File: src/rtl/axi4_lite_pkg.sv
// Shared AXI4-Lite definitions: response codes, bridge FSM states and the
// register-map addresses of the subordinate register bank.
package axi4_lite_pkg;

  localparam logic [1:0] RESP_OKAY   = 2'b00;
  localparam logic [1:0] RESP_EXOKAY = 2'b01;
  localparam logic [1:0] RESP_SLVERR = 2'b10;
  localparam logic [1:0] RESP_DECERR = 2'b11;

  typedef enum logic [2:0] {
    IDLE    = 3'd0,
    RD_ADDR = 3'd1,
    RD_DATA = 3'd2,
    WR_ADDR = 3'd3,
    WR_RESP = 3'd4,
    DONE    = 3'd5
  } bridge_state_e;

  localparam logic [7:0]  REG_ADDR_FIRST = 8'h00;
  localparam logic [7:0]  REG_ADDR_LAST  = 8'h1C;
  localparam int unsigned REG_STRIDE     = 4;
  localparam int unsigned REG_COUNT      = 8;

  function automatic logic resp_is_err(input logic [1:0] resp);
    return resp != RESP_OKAY;
  endfunction

endpackage

File: src/rtl/axi4_lite_cmd_bridge_if.sv
// AXI4-Lite bus bundle; master modport is the bridge side.
interface axi4_lite_cmd_bridge_if #(
  parameter int unsigned ADDR_WIDTH = 32,
  parameter int unsigned DATA_WIDTH = 32
) ();
  logic [ADDR_WIDTH-1:0]   awaddr;
  logic                    awvalid;
  logic                    awready;
  logic [DATA_WIDTH-1:0]   wdata;
  logic [DATA_WIDTH/8-1:0] wstrb;
  logic                    wvalid;
  logic                    wready;
  logic [1:0]              bresp;
  logic                    bvalid;
  logic                    bready;
  logic [ADDR_WIDTH-1:0]   araddr;
  logic                    arvalid;
  logic                    arready;
  logic [DATA_WIDTH-1:0]   rdata;
  logic [1:0]              rresp;
  logic                    rvalid;
  logic                    rready;

  modport master (
    output awaddr, awvalid, wdata, wstrb, wvalid, bready, araddr, arvalid, rready,
    input  awready, wready, bresp, bvalid, arready, rdata, rresp, rvalid
  );

  modport slave (
    input  awaddr, awvalid, wdata, wstrb, wvalid, bready, araddr, arvalid, rready,
    output awready, wready, bresp, bvalid, arready, rdata, rresp, rvalid
  );
endinterface

File: src/rtl/axi4_lite_stat_cnt.sv
// Statistics counter: wraps by default, or holds at all-ones when SATURATE is set.
module axi4_lite_stat_cnt #(
  parameter int unsigned WIDTH    = 16,
  parameter bit          SATURATE = 1'b0
) (
  input  logic             aclk,
  input  logic             aresetn,
  input  logic             inc_i,
  output logic [WIDTH-1:0] count_o
);
  logic [WIDTH-1:0] count_q, count_d;

  always_comb begin
    count_d = count_q;
    if (inc_i && !(SATURATE && (count_q == '1)))
      count_d = count_q + WIDTH'(1);
  end

  always_ff @(posedge aclk or negedge aresetn) begin
    if (!aresetn) count_q <= '0;
    else          count_q <= count_d;
  end

  assign count_o = count_q;
endmodule

File: src/rtl/axi4_lite_cmd_bridge.sv
// Local command/response port to AXI4-Lite manager, one transaction in flight,
// with read/write/error statistics.
module axi4_lite_cmd_bridge
  import axi4_lite_pkg::*;
#(
  parameter int unsigned DATA_WIDTH = 32,
  parameter int unsigned ADDR_WIDTH = 32,
  parameter int unsigned CNT_WIDTH  = 16
) (
  input  logic                    aclk,
  input  logic                    aresetn,
  input  logic                    cmd_valid,
  output logic                    cmd_ready,
  input  logic                    cmd_write,
  input  logic [ADDR_WIDTH-1:0]   cmd_addr,
  input  logic [DATA_WIDTH-1:0]   cmd_wdata,
  input  logic [DATA_WIDTH/8-1:0] cmd_wstrb,
  output logic                    rsp_valid,
  input  logic                    rsp_ready,
  output logic                    rsp_write,
  output logic [DATA_WIDTH-1:0]   rsp_rdata,
  output logic [1:0]              rsp_resp,
  axi4_lite_cmd_bridge_if.master  m_axi,
  output logic [CNT_WIDTH-1:0]    rd_count,
  output logic [CNT_WIDTH-1:0]    wr_count,
  output logic [CNT_WIDTH-1:0]    err_count
);
  if (!(DATA_WIDTH == 32 || DATA_WIDTH == 64)) begin : g_bad_width
    $error("axi4_lite_cmd_bridge: DATA_WIDTH must be 32 or 64");
  end

  bridge_state_e state_q, state_d;
  logic cmd_ready_q, cmd_ready_d;
  logic [ADDR_WIDTH-1:0] awaddr_q, awaddr_d, araddr_q, araddr_d;
  logic [DATA_WIDTH-1:0] wdata_q, wdata_d, rsp_rdata_q, rsp_rdata_d;
  logic [DATA_WIDTH/8-1:0] wstrb_q, wstrb_d;
  logic awvalid_q, awvalid_d, wvalid_q, wvalid_d, bready_q, bready_d;
  logic arvalid_q, arvalid_d, rready_q, rready_d;
  logic aw_done_q, aw_done_d, w_done_q, w_done_d;
  logic rsp_valid_q, rsp_valid_d, rsp_write_q, rsp_write_d;
  logic [1:0] rsp_resp_q, rsp_resp_d;

  logic aw_fire, w_fire, rd_fire, wr_fire, err_inc;
  assign aw_fire = (state_q == WR_ADDR) && awvalid_q && m_axi.awready;
  assign w_fire  = (state_q == WR_ADDR) && wvalid_q && m_axi.wready;
  assign rd_fire = (state_q == RD_DATA) && rready_q && m_axi.rvalid;
  assign wr_fire = (state_q == WR_RESP) && bready_q && m_axi.bvalid;
  assign err_inc = (rd_fire && resp_is_err(m_axi.rresp)) ||
                   (wr_fire && resp_is_err(m_axi.bresp));

  always_comb begin
    state_d     = state_q;
    cmd_ready_d = cmd_ready_q;
    awaddr_d    = awaddr_q;
    awvalid_d   = awvalid_q;
    wdata_d     = wdata_q;
    wstrb_d     = wstrb_q;
    wvalid_d    = wvalid_q;
    bready_d    = bready_q;
    araddr_d    = araddr_q;
    arvalid_d   = arvalid_q;
    rready_d    = rready_q;
    aw_done_d   = aw_done_q;
    w_done_d    = w_done_q;
    rsp_valid_d = rsp_valid_q;
    rsp_write_d = rsp_write_q;
    rsp_rdata_d = rsp_rdata_q;
    rsp_resp_d  = rsp_resp_q;
    case (state_q)
      IDLE: begin
        if (cmd_valid && cmd_ready_q) begin
          cmd_ready_d = 1'b0;
          if (cmd_write) begin
            awaddr_d  = cmd_addr;
            awvalid_d = 1'b1;
            wdata_d   = cmd_wdata;
            wstrb_d   = cmd_wstrb;
            wvalid_d  = 1'b1;
            aw_done_d = 1'b0;
            w_done_d  = 1'b0;
            state_d   = WR_ADDR;
          end else begin
            araddr_d  = cmd_addr;
            arvalid_d = 1'b1;
            state_d   = RD_ADDR;
          end
        end else begin
          cmd_ready_d = 1'b1;
        end
      end
      RD_ADDR: begin
        if (m_axi.arready) begin
          arvalid_d = 1'b0;
          rready_d  = 1'b1;
          state_d   = RD_DATA;
        end
      end
      RD_DATA: begin
        if (rd_fire) begin
          rready_d    = 1'b0;
          rsp_valid_d = 1'b1;
          rsp_write_d = 1'b0;
          rsp_rdata_d = m_axi.rdata;
          rsp_resp_d  = m_axi.rresp;
          state_d     = DONE;
        end
      end
      WR_ADDR: begin
        // AW and W retire independently; a same-cycle completion counts for both
        if (aw_fire) begin
          awvalid_d = 1'b0;
          aw_done_d = 1'b1;
        end
        if (w_fire) begin
          wvalid_d = 1'b0;
          w_done_d = 1'b1;
        end
        if ((aw_done_q || aw_fire) && (w_done_q || w_fire)) begin
          bready_d = 1'b1;
          state_d  = WR_RESP;
        end
      end
      WR_RESP: begin
        if (wr_fire) begin
          bready_d    = 1'b0;
          rsp_valid_d = 1'b1;
          rsp_write_d = 1'b1;
          rsp_rdata_d = '0;
          rsp_resp_d  = m_axi.bresp;
          state_d     = DONE;
        end
      end
      DONE: begin
        if (rsp_ready) begin
          rsp_valid_d = 1'b0;
          cmd_ready_d = 1'b1;
          state_d     = IDLE;
        end
      end
      default: state_d = IDLE;
    endcase
  end

  always_ff @(posedge aclk or negedge aresetn) begin
    if (!aresetn) begin
      state_q     <= IDLE;
      cmd_ready_q <= 1'b0;
      awaddr_q    <= '0;
      awvalid_q   <= 1'b0;
      wdata_q     <= '0;
      wstrb_q     <= '0;
      wvalid_q    <= 1'b0;
      bready_q    <= 1'b0;
      araddr_q    <= '0;
      arvalid_q   <= 1'b0;
      rready_q    <= 1'b0;
      aw_done_q   <= 1'b0;
      w_done_q    <= 1'b0;
      rsp_valid_q <= 1'b0;
      rsp_write_q <= 1'b0;
      rsp_rdata_q <= '0;
      rsp_resp_q  <= '0;
    end else begin
      state_q     <= state_d;
      cmd_ready_q <= cmd_ready_d;
      awaddr_q    <= awaddr_d;
      awvalid_q   <= awvalid_d;
      wdata_q     <= wdata_d;
      wstrb_q     <= wstrb_d;
      wvalid_q    <= wvalid_d;
      bready_q    <= bready_d;
      araddr_q    <= araddr_d;
      arvalid_q   <= arvalid_d;
      rready_q    <= rready_d;
      aw_done_q   <= aw_done_d;
      w_done_q    <= w_done_d;
      rsp_valid_q <= rsp_valid_d;
      rsp_write_q <= rsp_write_d;
      rsp_rdata_q <= rsp_rdata_d;
      rsp_resp_q  <= rsp_resp_d;
    end
  end

  assign cmd_ready     = cmd_ready_q;
  assign rsp_valid     = rsp_valid_q;
  assign rsp_write     = rsp_write_q;
  assign rsp_rdata     = rsp_rdata_q;
  assign rsp_resp      = rsp_resp_q;
  assign m_axi.awaddr  = awaddr_q;
  assign m_axi.awvalid = awvalid_q;
  assign m_axi.wdata   = wdata_q;
  assign m_axi.wstrb   = wstrb_q;
  assign m_axi.wvalid  = wvalid_q;
  assign m_axi.bready  = bready_q;
  assign m_axi.araddr  = araddr_q;
  assign m_axi.arvalid = arvalid_q;
  assign m_axi.rready  = rready_q;

  axi4_lite_stat_cnt #(.WIDTH(CNT_WIDTH), .SATURATE(1'b0)) u_rd_cnt (
    .aclk(aclk), .aresetn(aresetn), .inc_i(rd_fire), .count_o(rd_count));
  axi4_lite_stat_cnt #(.WIDTH(CNT_WIDTH), .SATURATE(1'b0)) u_wr_cnt (
    .aclk(aclk), .aresetn(aresetn), .inc_i(wr_fire), .count_o(wr_count));
  axi4_lite_stat_cnt #(.WIDTH(CNT_WIDTH), .SATURATE(1'b1)) u_err_cnt (
    .aclk(aclk), .aresetn(aresetn), .inc_i(err_inc), .count_o(err_count));
endmodule

File: src/flat_wrapper.sv
// flat-port wrapper written by rule: the top's interface ports become plain ports
module axi4_lite_cmd_bridge_flat import axi4_lite_pkg::*;
#(
  parameter int unsigned DATA_WIDTH = 32,
  parameter int unsigned ADDR_WIDTH = 32,
  parameter int unsigned CNT_WIDTH  = 16
)
  (aclk, aresetn, cmd_valid, cmd_ready, cmd_write, cmd_addr, cmd_wdata, cmd_wstrb, rsp_valid, rsp_ready, rsp_write, rsp_rdata, rsp_resp, rd_count, wr_count, err_count, m_axi_awaddr, m_axi_awvalid, m_axi_wdata, m_axi_wstrb, m_axi_wvalid, m_axi_bready, m_axi_araddr, m_axi_arvalid, m_axi_rready, m_axi_awready, m_axi_wready, m_axi_bresp, m_axi_bvalid, m_axi_arready, m_axi_rdata, m_axi_rresp, m_axi_rvalid);
  axi4_lite_cmd_bridge_if #(.ADDR_WIDTH(ADDR_WIDTH), .DATA_WIDTH(DATA_WIDTH)) m_axi_i ();
  input  logic aclk;
  input  logic aresetn;
  input  logic cmd_valid;
  output logic cmd_ready;
  input  logic cmd_write;
  input  logic [ADDR_WIDTH-1:0] cmd_addr;
  input  logic [DATA_WIDTH-1:0] cmd_wdata;
  input  logic [DATA_WIDTH/8-1:0] cmd_wstrb;
  output logic rsp_valid;
  input  logic rsp_ready;
  output logic rsp_write;
  output logic [DATA_WIDTH-1:0] rsp_rdata;
  output logic [1:0] rsp_resp;
  output logic [CNT_WIDTH-1:0] rd_count;
  output logic [CNT_WIDTH-1:0] wr_count;
  output logic [CNT_WIDTH-1:0] err_count;
  output wire logic [$bits(m_axi_i.awaddr)-1:0] m_axi_awaddr;
  output wire logic [$bits(m_axi_i.awvalid)-1:0] m_axi_awvalid;
  output wire logic [$bits(m_axi_i.wdata)-1:0] m_axi_wdata;
  output wire logic [$bits(m_axi_i.wstrb)-1:0] m_axi_wstrb;
  output wire logic [$bits(m_axi_i.wvalid)-1:0] m_axi_wvalid;
  output wire logic [$bits(m_axi_i.bready)-1:0] m_axi_bready;
  output wire logic [$bits(m_axi_i.araddr)-1:0] m_axi_araddr;
  output wire logic [$bits(m_axi_i.arvalid)-1:0] m_axi_arvalid;
  output wire logic [$bits(m_axi_i.rready)-1:0] m_axi_rready;
  input wire logic [$bits(m_axi_i.awready)-1:0] m_axi_awready;
  input wire logic [$bits(m_axi_i.wready)-1:0] m_axi_wready;
  input wire logic [$bits(m_axi_i.bresp)-1:0] m_axi_bresp;
  input wire logic [$bits(m_axi_i.bvalid)-1:0] m_axi_bvalid;
  input wire logic [$bits(m_axi_i.arready)-1:0] m_axi_arready;
  input wire logic [$bits(m_axi_i.rdata)-1:0] m_axi_rdata;
  input wire logic [$bits(m_axi_i.rresp)-1:0] m_axi_rresp;
  input wire logic [$bits(m_axi_i.rvalid)-1:0] m_axi_rvalid;
  assign m_axi_awaddr = m_axi_i.awaddr;
  assign m_axi_awvalid = m_axi_i.awvalid;
  assign m_axi_wdata = m_axi_i.wdata;
  assign m_axi_wstrb = m_axi_i.wstrb;
  assign m_axi_wvalid = m_axi_i.wvalid;
  assign m_axi_bready = m_axi_i.bready;
  assign m_axi_araddr = m_axi_i.araddr;
  assign m_axi_arvalid = m_axi_i.arvalid;
  assign m_axi_rready = m_axi_i.rready;
  assign m_axi_i.awready = m_axi_awready;
  assign m_axi_i.wready = m_axi_wready;
  assign m_axi_i.bresp = m_axi_bresp;
  assign m_axi_i.bvalid = m_axi_bvalid;
  assign m_axi_i.arready = m_axi_arready;
  assign m_axi_i.rdata = m_axi_rdata;
  assign m_axi_i.rresp = m_axi_rresp;
  assign m_axi_i.rvalid = m_axi_rvalid;
  axi4_lite_cmd_bridge #(.DATA_WIDTH(DATA_WIDTH), .ADDR_WIDTH(ADDR_WIDTH), .CNT_WIDTH(CNT_WIDTH)) u_core (.aclk(aclk), .aresetn(aresetn), .cmd_valid(cmd_valid), .cmd_ready(cmd_ready), .cmd_write(cmd_write), .cmd_addr(cmd_addr), .cmd_wdata(cmd_wdata), .cmd_wstrb(cmd_wstrb), .rsp_valid(rsp_valid), .rsp_ready(rsp_ready), .rsp_write(rsp_write), .rsp_rdata(rsp_rdata), .rsp_resp(rsp_resp), .m_axi(m_axi_i), .rd_count(rd_count), .wr_count(wr_count), .err_count(err_count));
endmodule
File: config.mk
export PLATFORM = sky130hd
export DESIGN_NAME = axi4_lite_cmd_bridge_flat
export DESIGN_NICKNAME = d
export VERILOG_FILES = /design/src/rtl/axi4_lite_pkg.sv /design/src/rtl/axi4_lite_cmd_bridge_if.sv /design/src/rtl/axi4_lite_stat_cnt.sv /design/src/rtl/axi4_lite_cmd_bridge.sv /design/src/flat_wrapper.sv
export SDC_FILE = /design/constraint.sdc
export NUM_CORES = 1
export LEC_CHECK = 0
export ABC_AREA = 1
export CAP_MARGIN = 10
export CORE_UTILIZATION = 40
export CTS_CLUSTER_DIAMETER = 30
export CTS_CLUSTER_SIZE = 14
export DETAILED_ROUTE_END_ITERATION = 7
export PLACE_DENSITY = 0.74
export SYNTH_ARGS = -nofsm -noshare
export SYNTH_HDL_FRONTEND = slang
export SYNTH_SLANG_ARGS = --single-unit
File: constraint.sdc
create_clock -name aclk -period 1.9 [get_ports aclk]
set_input_delay 0.57 -clock aclk [delete_from_list [all_inputs] [get_ports aclk]]
set_output_delay 0.57 -clock aclk [all_outputs]
set_load 0.005 [all_outputs]
# Word level (Yosys, flattened, before mapping)
# Cells that the tools add are included.
dict set report totals {
  in_bits 114
  regBits 195
  output_inout_bits 190
}
dict set report classes {
  n_bitwise 1
  n_reduce_logical 38
  add_sub_neg 3
  muxes 44
  eq_ne 16
}
# cell count
set op_table {}
lappend op_table {{32-bit two-way mux} 2}
lappend op_table {{32-bit case mux with 2 select lines} 1}
lappend op_table {{16-bit by 1-bit adder with 16-bit output (second input constant)} 3}
lappend op_table {{1-bit two-way mux} 20}
lappend op_table {{3-bit two-way mux} 6}
lappend op_table {{1-bit case mux with 2 select lines} 9}
lappend op_table {{3-bit case mux with 6 select lines} 1}
lappend op_table {{16-bit equality test (second input constant)} 1}
lappend op_table {{4-bit AND reduction} 4}
lappend op_table {{2-bit nonzero test} 8}
lappend op_table {{3-bit AND reduction} 5}
lappend op_table {{1-bit logical AND} 13}
lappend op_table {{2-bit by 1-bit != test with 1-bit output (second input constant)} 5}
lappend op_table {{2-bit != test (second input constant)} 5}
lappend op_table {{3-bit by 2-bit equality test with 1-bit output (second input constant)} 2}
lappend op_table {{3-bit equality test (second input constant)} 2}
lappend op_table {{2-bit two-way mux} 3}
lappend op_table {{6-bit AND reduction} 1}
lappend op_table {{2-bit case mux with 2 select lines} 1}
lappend op_table {{3-bit by 1-bit equality test with 1-bit output (second input constant)} 1}
lappend op_table {{3-bit logical NOT} 1}
lappend op_table {{1-bit logical OR} 3}
lappend op_table {{1-bit case mux with 3 select lines} 1}
lappend op_table {{3-bit nonzero test} 1}
lappend op_table {{other kinds (3)} 3}

# Longest topological paths before layout
dict set report logic_depth {
  word_depth 7
  mapped_depth 11
  depth_no_buf 9
}

# Hierarchy
# From an unflattened synthesis, not the netlist that was laid out.
dict set report unflattened {
  cells_unflattened 980
  area_unflattened_um2 8439.3
}
# mod n_inst area_each_um2 cells_per_inst seq_area_each_um2
set modules_own_cells {}
lappend modules_own_cells {axi4_lite_cmd_bridge 1 5779.3 639 3678.5}
lappend modules_own_cells {{axi4_lite_stat_cnt at u_core.u_err_cnt} 1 1028.5 152 400.4}
lappend modules_own_cells {{axi4_lite_stat_cnt at u_core.u_wr_cnt} 1 818.3 92 400.4}
lappend modules_own_cells {{axi4_lite_stat_cnt at u_core.u_rd_cnt} 1 813.3 97 400.4}

# Least setup slack after synthesis
# No wires, ideal clock.
dict set report synth_path {
  path_type {register -> register}
  startpoint {register u_core.u_err_cnt.count_q[0] (netlist: u_core.u_err_cnt.count_o[0])}
  endpoint {register u_core.u_err_cnt.count_q[3] (netlist: u_core.u_err_cnt.count_o[3])}
  t_arrival_ns 1.501
  path_buffers 1
  setup_slack_ns 0.282
  setup_ns 0.116
  period_less_slack_ns 1.618
  path_stages_with_launch 10
  t_required_ns 1.784
  cell_sequence {dfrtp_1 > ha_1 > inv_1 > nor2_1 > nand2_1 > nor2_1 > a21oi_4 > buf_6 > nand2_1 > nand2_1}
}
dict set report synth_via {
  elab_chain_len 3
}
# item line_no
set synth_rtl {}
lappend synth_rtl {{start: declaration} axi4_lite_stat_cnt.sv:11} ;# logic [WIDTH-1:0] count_q, count_d;
lappend synth_rtl {{start signal: assignment} axi4_lite_stat_cnt.sv:21} ;# else count_q <= count_d;
lappend synth_rtl {{branches (longest 3 deep; another with 16-bit by 1-bit adder with 16-bit output)} --}
# Parallel ways; which one is timed is not known.
# A chain may end at the register's enable or synchronous reset.

# Final worst setup path
dict set report layout_path {
  startpoint {register u_core.araddr_q[6] (netlist: u_core.m_axi.araddr[6])}
  endpoint {output port m_axi_araddr[6]}
}
# item line_no
set layout_rtl {}
lappend layout_rtl {{start: declaration} axi4_lite_cmd_bridge.sv:34} ;# logic [ADDR_WIDTH-1:0] awaddr_q, awaddr_d, araddr_q, araddr_d;
lappend layout_rtl {{start signal: assignment} axi4_lite_cmd_bridge.sv:172} ;# araddr_q <= araddr_d;
lappend layout_rtl {{end: declaration} flat_wrapper.sv:32} ;# output wire logic [$bits(m_axi_i.araddr)-1:0] m_axi_araddr;
# No word-level cell between the ends.

==> results.toml <==
[synthesis]
syn_avg_cell_area_sq_um = 8.583
ys_seq_area_share_pct = 57.31
synth_edf_count = 0
synthesis.area_sq_um = 8514
synth.distinct_cells = 36
postSynth.asyncResetShare_pct = 100.0
postSynthRegisterBits = 195
syn_inst = 992
synthesis.nets = 1109
yosys_warnings = 0
dominantRegCellSynth = "dfrtp_1"

[clock_network]
numCtsBuffers = 17
ctsHtreeMaxLevel = 4
cts_tree = "built"
postCtsHoldBufs = 0
clkSlewWorstSetupHoldPaths_ps = 80
clk_latency_ps = 430
cts.sinks = 195
cts_max_path_buffers = 2
cts-root-buf = "clkbuf_16"

[flow_run]
drv_cap = 0

[die]
ioPinCount = 304
num_rows = 53
fp.dieH_microns = 147.9
die-area_sq_um = 21870
initial_core_util_pct = 40.63
design.core.area_sq_um = 20960
die_w_microns = 147.9

[global_routing]
grt_pass1_wl_microns = 37570
grt.overflow.total = 0
globalRouteTotalUtil_pct = 21.67
antenna_found_initial = 0
grt_pass1_vias = 7602
grt_start_max_net_pins = 54

[drt]
drt_first_iter_violations = 313
wl_per_cell_microns = 14.01
routed_via_density = 4.649
first_pass_iters = 4
ant_nets = 0
wl_microns = 23440
routed-via-count = 7777
route.detailed.drc = 0

[power_and_ir_drop]
ir_worst_vdd_uv = 836.3
p_per_area_nw_per_um2 = 1269
power_mw = 16.97
p_leak_nw = 7.714

[setup_path]
crit_type = "register to output pin"
worst_path_largest_cell_delay_ps = 510
startpoint_type = "register"
crit_buf_inv = 1
r2r_end = "u_core.u_err_cnt.count_o[12]"
critPathTopFamily = "buffers and inverters"
slowest_stage = "clkdlybuf4s50_1"
r2r.worst_path.cells = 10
crit_path_end_kind = "output pin"
crit_chain = "clkdlybuf4s50_1"
path_max_fanout = 2
rrSetupSlack_ps = 180
cp_data_arrival_time_ps = 1300
worstPathRequired_ps = 1330
r2r_start = "u_core.u_err_cnt.count_o[1]"

[hold_path]
holdCritPathClass = "input port to asynchronous set/reset pin"

[placed_design]
post-dp-hpwl_microns = 16680
portBuffers = 303
place.gp.congestion = 0.8422
place_area_sq_um = 12120

[timing]
finalSetupTns_ps = 0
tightest_slew_ps = 558.4
layout_worst_path_cycle_share_pct = 98.23
clock_skew_ps = 11.29
hold-worst-slack_ps = 97.51
setup-violations-final = 0
hold_viol_final = 0
fmax_mhz = 535.8
slew_headroom_pct = 62.72
period_needed_ps = 1866
slew_violations = 0

[final_layout]
num-fill-cells = 1753
design_area_sq_um = 13370
syn_to_final_growth_pct = 57.05
final_nets = 1502
drive_gt1_share_pct = 12.37
num_antenna_cells = 0

[run_status]
outcome = "complete, no violations"
timing repair:
| item | 4_1_cts | 5_1_grt |
|---|---|---|
| pin swaps | 0 | 1 |
| resized for setup | 64 | 74 |
| endpoints found under the setup margin | 83 | 91 |
| buffers inserted | 47 | 19 |
state kept, by name, indices dropped and copies added, names as in the netlist, 2 cells and up:
name	flops
u_core.m_axi.wstrb	4
u_core.u_rd_cnt.count_o	16
u_core.state_q	3
u_core.u_wr_cnt.count_o	16
u_core.rsp_resp	2
u_core.m_axi.wdata	32
u_core.m_axi.awaddr	32
u_core.u_err_cnt.count_o	16
u_core.m_axi.araddr	32
u_core.rsp_rdata	32
how the worst max path moves through the flow:
stage / from / depth (start not counted) / end
6_report: u_core.m_axi.araddr[6] / 1 / m_axi_araddr[6]
4_1_cts: u_core.u_err_cnt.count_o[2] / 1 / err_count[2]
3_3_place_gp: m_axi_rvalid / 8 / u_core.rsp_rdata[30]
5_1_grt: m_axi_rvalid / 8 / u_core.rsp_rdata[24]
2_1_floorplan: u_core.u_err_cnt.count_o[0] / 9 / u_core.u_err_cnt.count_o[3]
3_5_place_dp: m_axi_rvalid / 8 / u_core.rsp_rdata[23]
through the flow:
stage,util (%),std cells,setup slack (ps)
5_1_grt,63.81,1673,-37.81
3_5_place_dp,57.85,1575,-232.1
2_1_floorplan,-,992,282.2
4_1_cts,62.19,1654,1.151
6_report,63.81,1673,33.57
3_3_place_gp,57.85,1575,-182.2
power by group:
| part | leakage (nW) | internal (mW) | switching [mW] |
|---|---|---|---|
| sequential | 2.48 | 5.76 | 0.906 |
| clock | 0.292 | 1.90 | 1.77 |
| combinational | 4.95 | 3.78 | 2.85 |
kinds of logic (layout without fill, tap and decap cells):
group                    Yosys count  in the layout  synth area share, %
adder cells (fa/ha/maj)            3              3               0.4409
AND/OR/NAND/NOR                  558            558                26.72
XOR/XNOR                          34             34                3.497
flip-flops                       195            195                57.31
AO/OA/AOI/OAI                     87             87                5.628
buffers and inverters            115            521                6.407
routing by layer:
layer / part of all wire, % / wire length, microns / track usage (%) / vias up
met5: 0 / 0 / 0 / -
met4: 1.6 / 384 / 6.495 / 0
met3: 9.2 / 2157 / 7.840 / 23
met2: 49 / 11420 / 36.72 / 275
met1: 40 / 9476 / 25.68 / 3620
li1: - / - / - / 3859
cells in the mapped netlist, types with 3 or more instances:
library cell | count | area share, %
nand2_1 | 445 | 20
dfrtp_1 | 195 | 57
inv_1 | 75 | 3.3
o21ai_0 | 57 | 3.4
nor2_1 | 50 | 2.2
nand3_1 | 30 | 1.8
o21ai_1 | 18 | 1.1
xnor2_1 | 17 | 1.7
xor2_1 | 17 | 1.7
buf_6 | 11 | 1.5
nand4_1 | 11 | 0.81
buf_2 | 10 | 0.59
clkbuf_1 | 7 | 0.31
nor3_1 | 7 | 0.41
buf_4 | 5 | 0.44
inv_2 | 5 | 0.22
ha_1 | 3 | 0.44
nand2_2 | 3 | 0.22
nor2_8 | 3 | 0.71
placed cells by master, fill, tap and decap left out, types with 2 or more instances in the layout:
| master | netlist | layout |
|---|---|---|
| buf_4 | 5 | 92 |
| dfrtp_1 | 195 | 185 |
| nand2_2 | 3 | 3 |
| buf_12 | 0 | 14 |
| nand2_1 | 445 | 445 |
| inv_8 | 0 | 5 |
| nor3_1 | 7 | 7 |
| o21ai_2 | 2 | 2 |
| inv_6 | 0 | 2 |
| nand3_1 | 30 | 29 |
| ha_1 | 3 | 3 |
| inv_1 | 75 | 75 |
| o21ai_1 | 18 | 18 |
| nand3_2 | 1 | 2 |
| xor2_1 | 17 | 17 |
| nor2_1 | 50 | 50 |
| xnor2_1 | 17 | 17 |
| a31oi_1 | 2 | 2 |
| dlymetal6s2s_1 | 0 | 74 |
| clkinv_8 | 0 | 3 |
| clkbuf_16 | 0 | 17 |
| dfrtp_2 | 0 | 10 |
| nor2_8 | 3 | 3 |
| or2_2 | 2 | 2 |
| inv_2 | 5 | 5 |
| clkinv_4 | 0 | 2 |
| a21oi_1 | 2 | 2 |
| dlygate4sd2_1 | 0 | 54 |
| clkdlybuf4s50_1 | 0 | 174 |
| o21ai_0 | 57 | 57 |
| clkinvlp_4 | 0 | 2 |
| nand4_1 | 11 | 11 |
final cells by class:
type	count	area, sq um	share of cell area (%)
sequential	195	4892	36.59
timing repair buffer	409	4125	30.85
multi-input combinational	682	3099	23.18
clock buffer	17	425.4	3.181
tap	275	344.1	2.573
inverter	80	300.3	2.246
clock inverter	15	185.2	1.385
No activity file was read; power rests on OpenSTA's default activity.
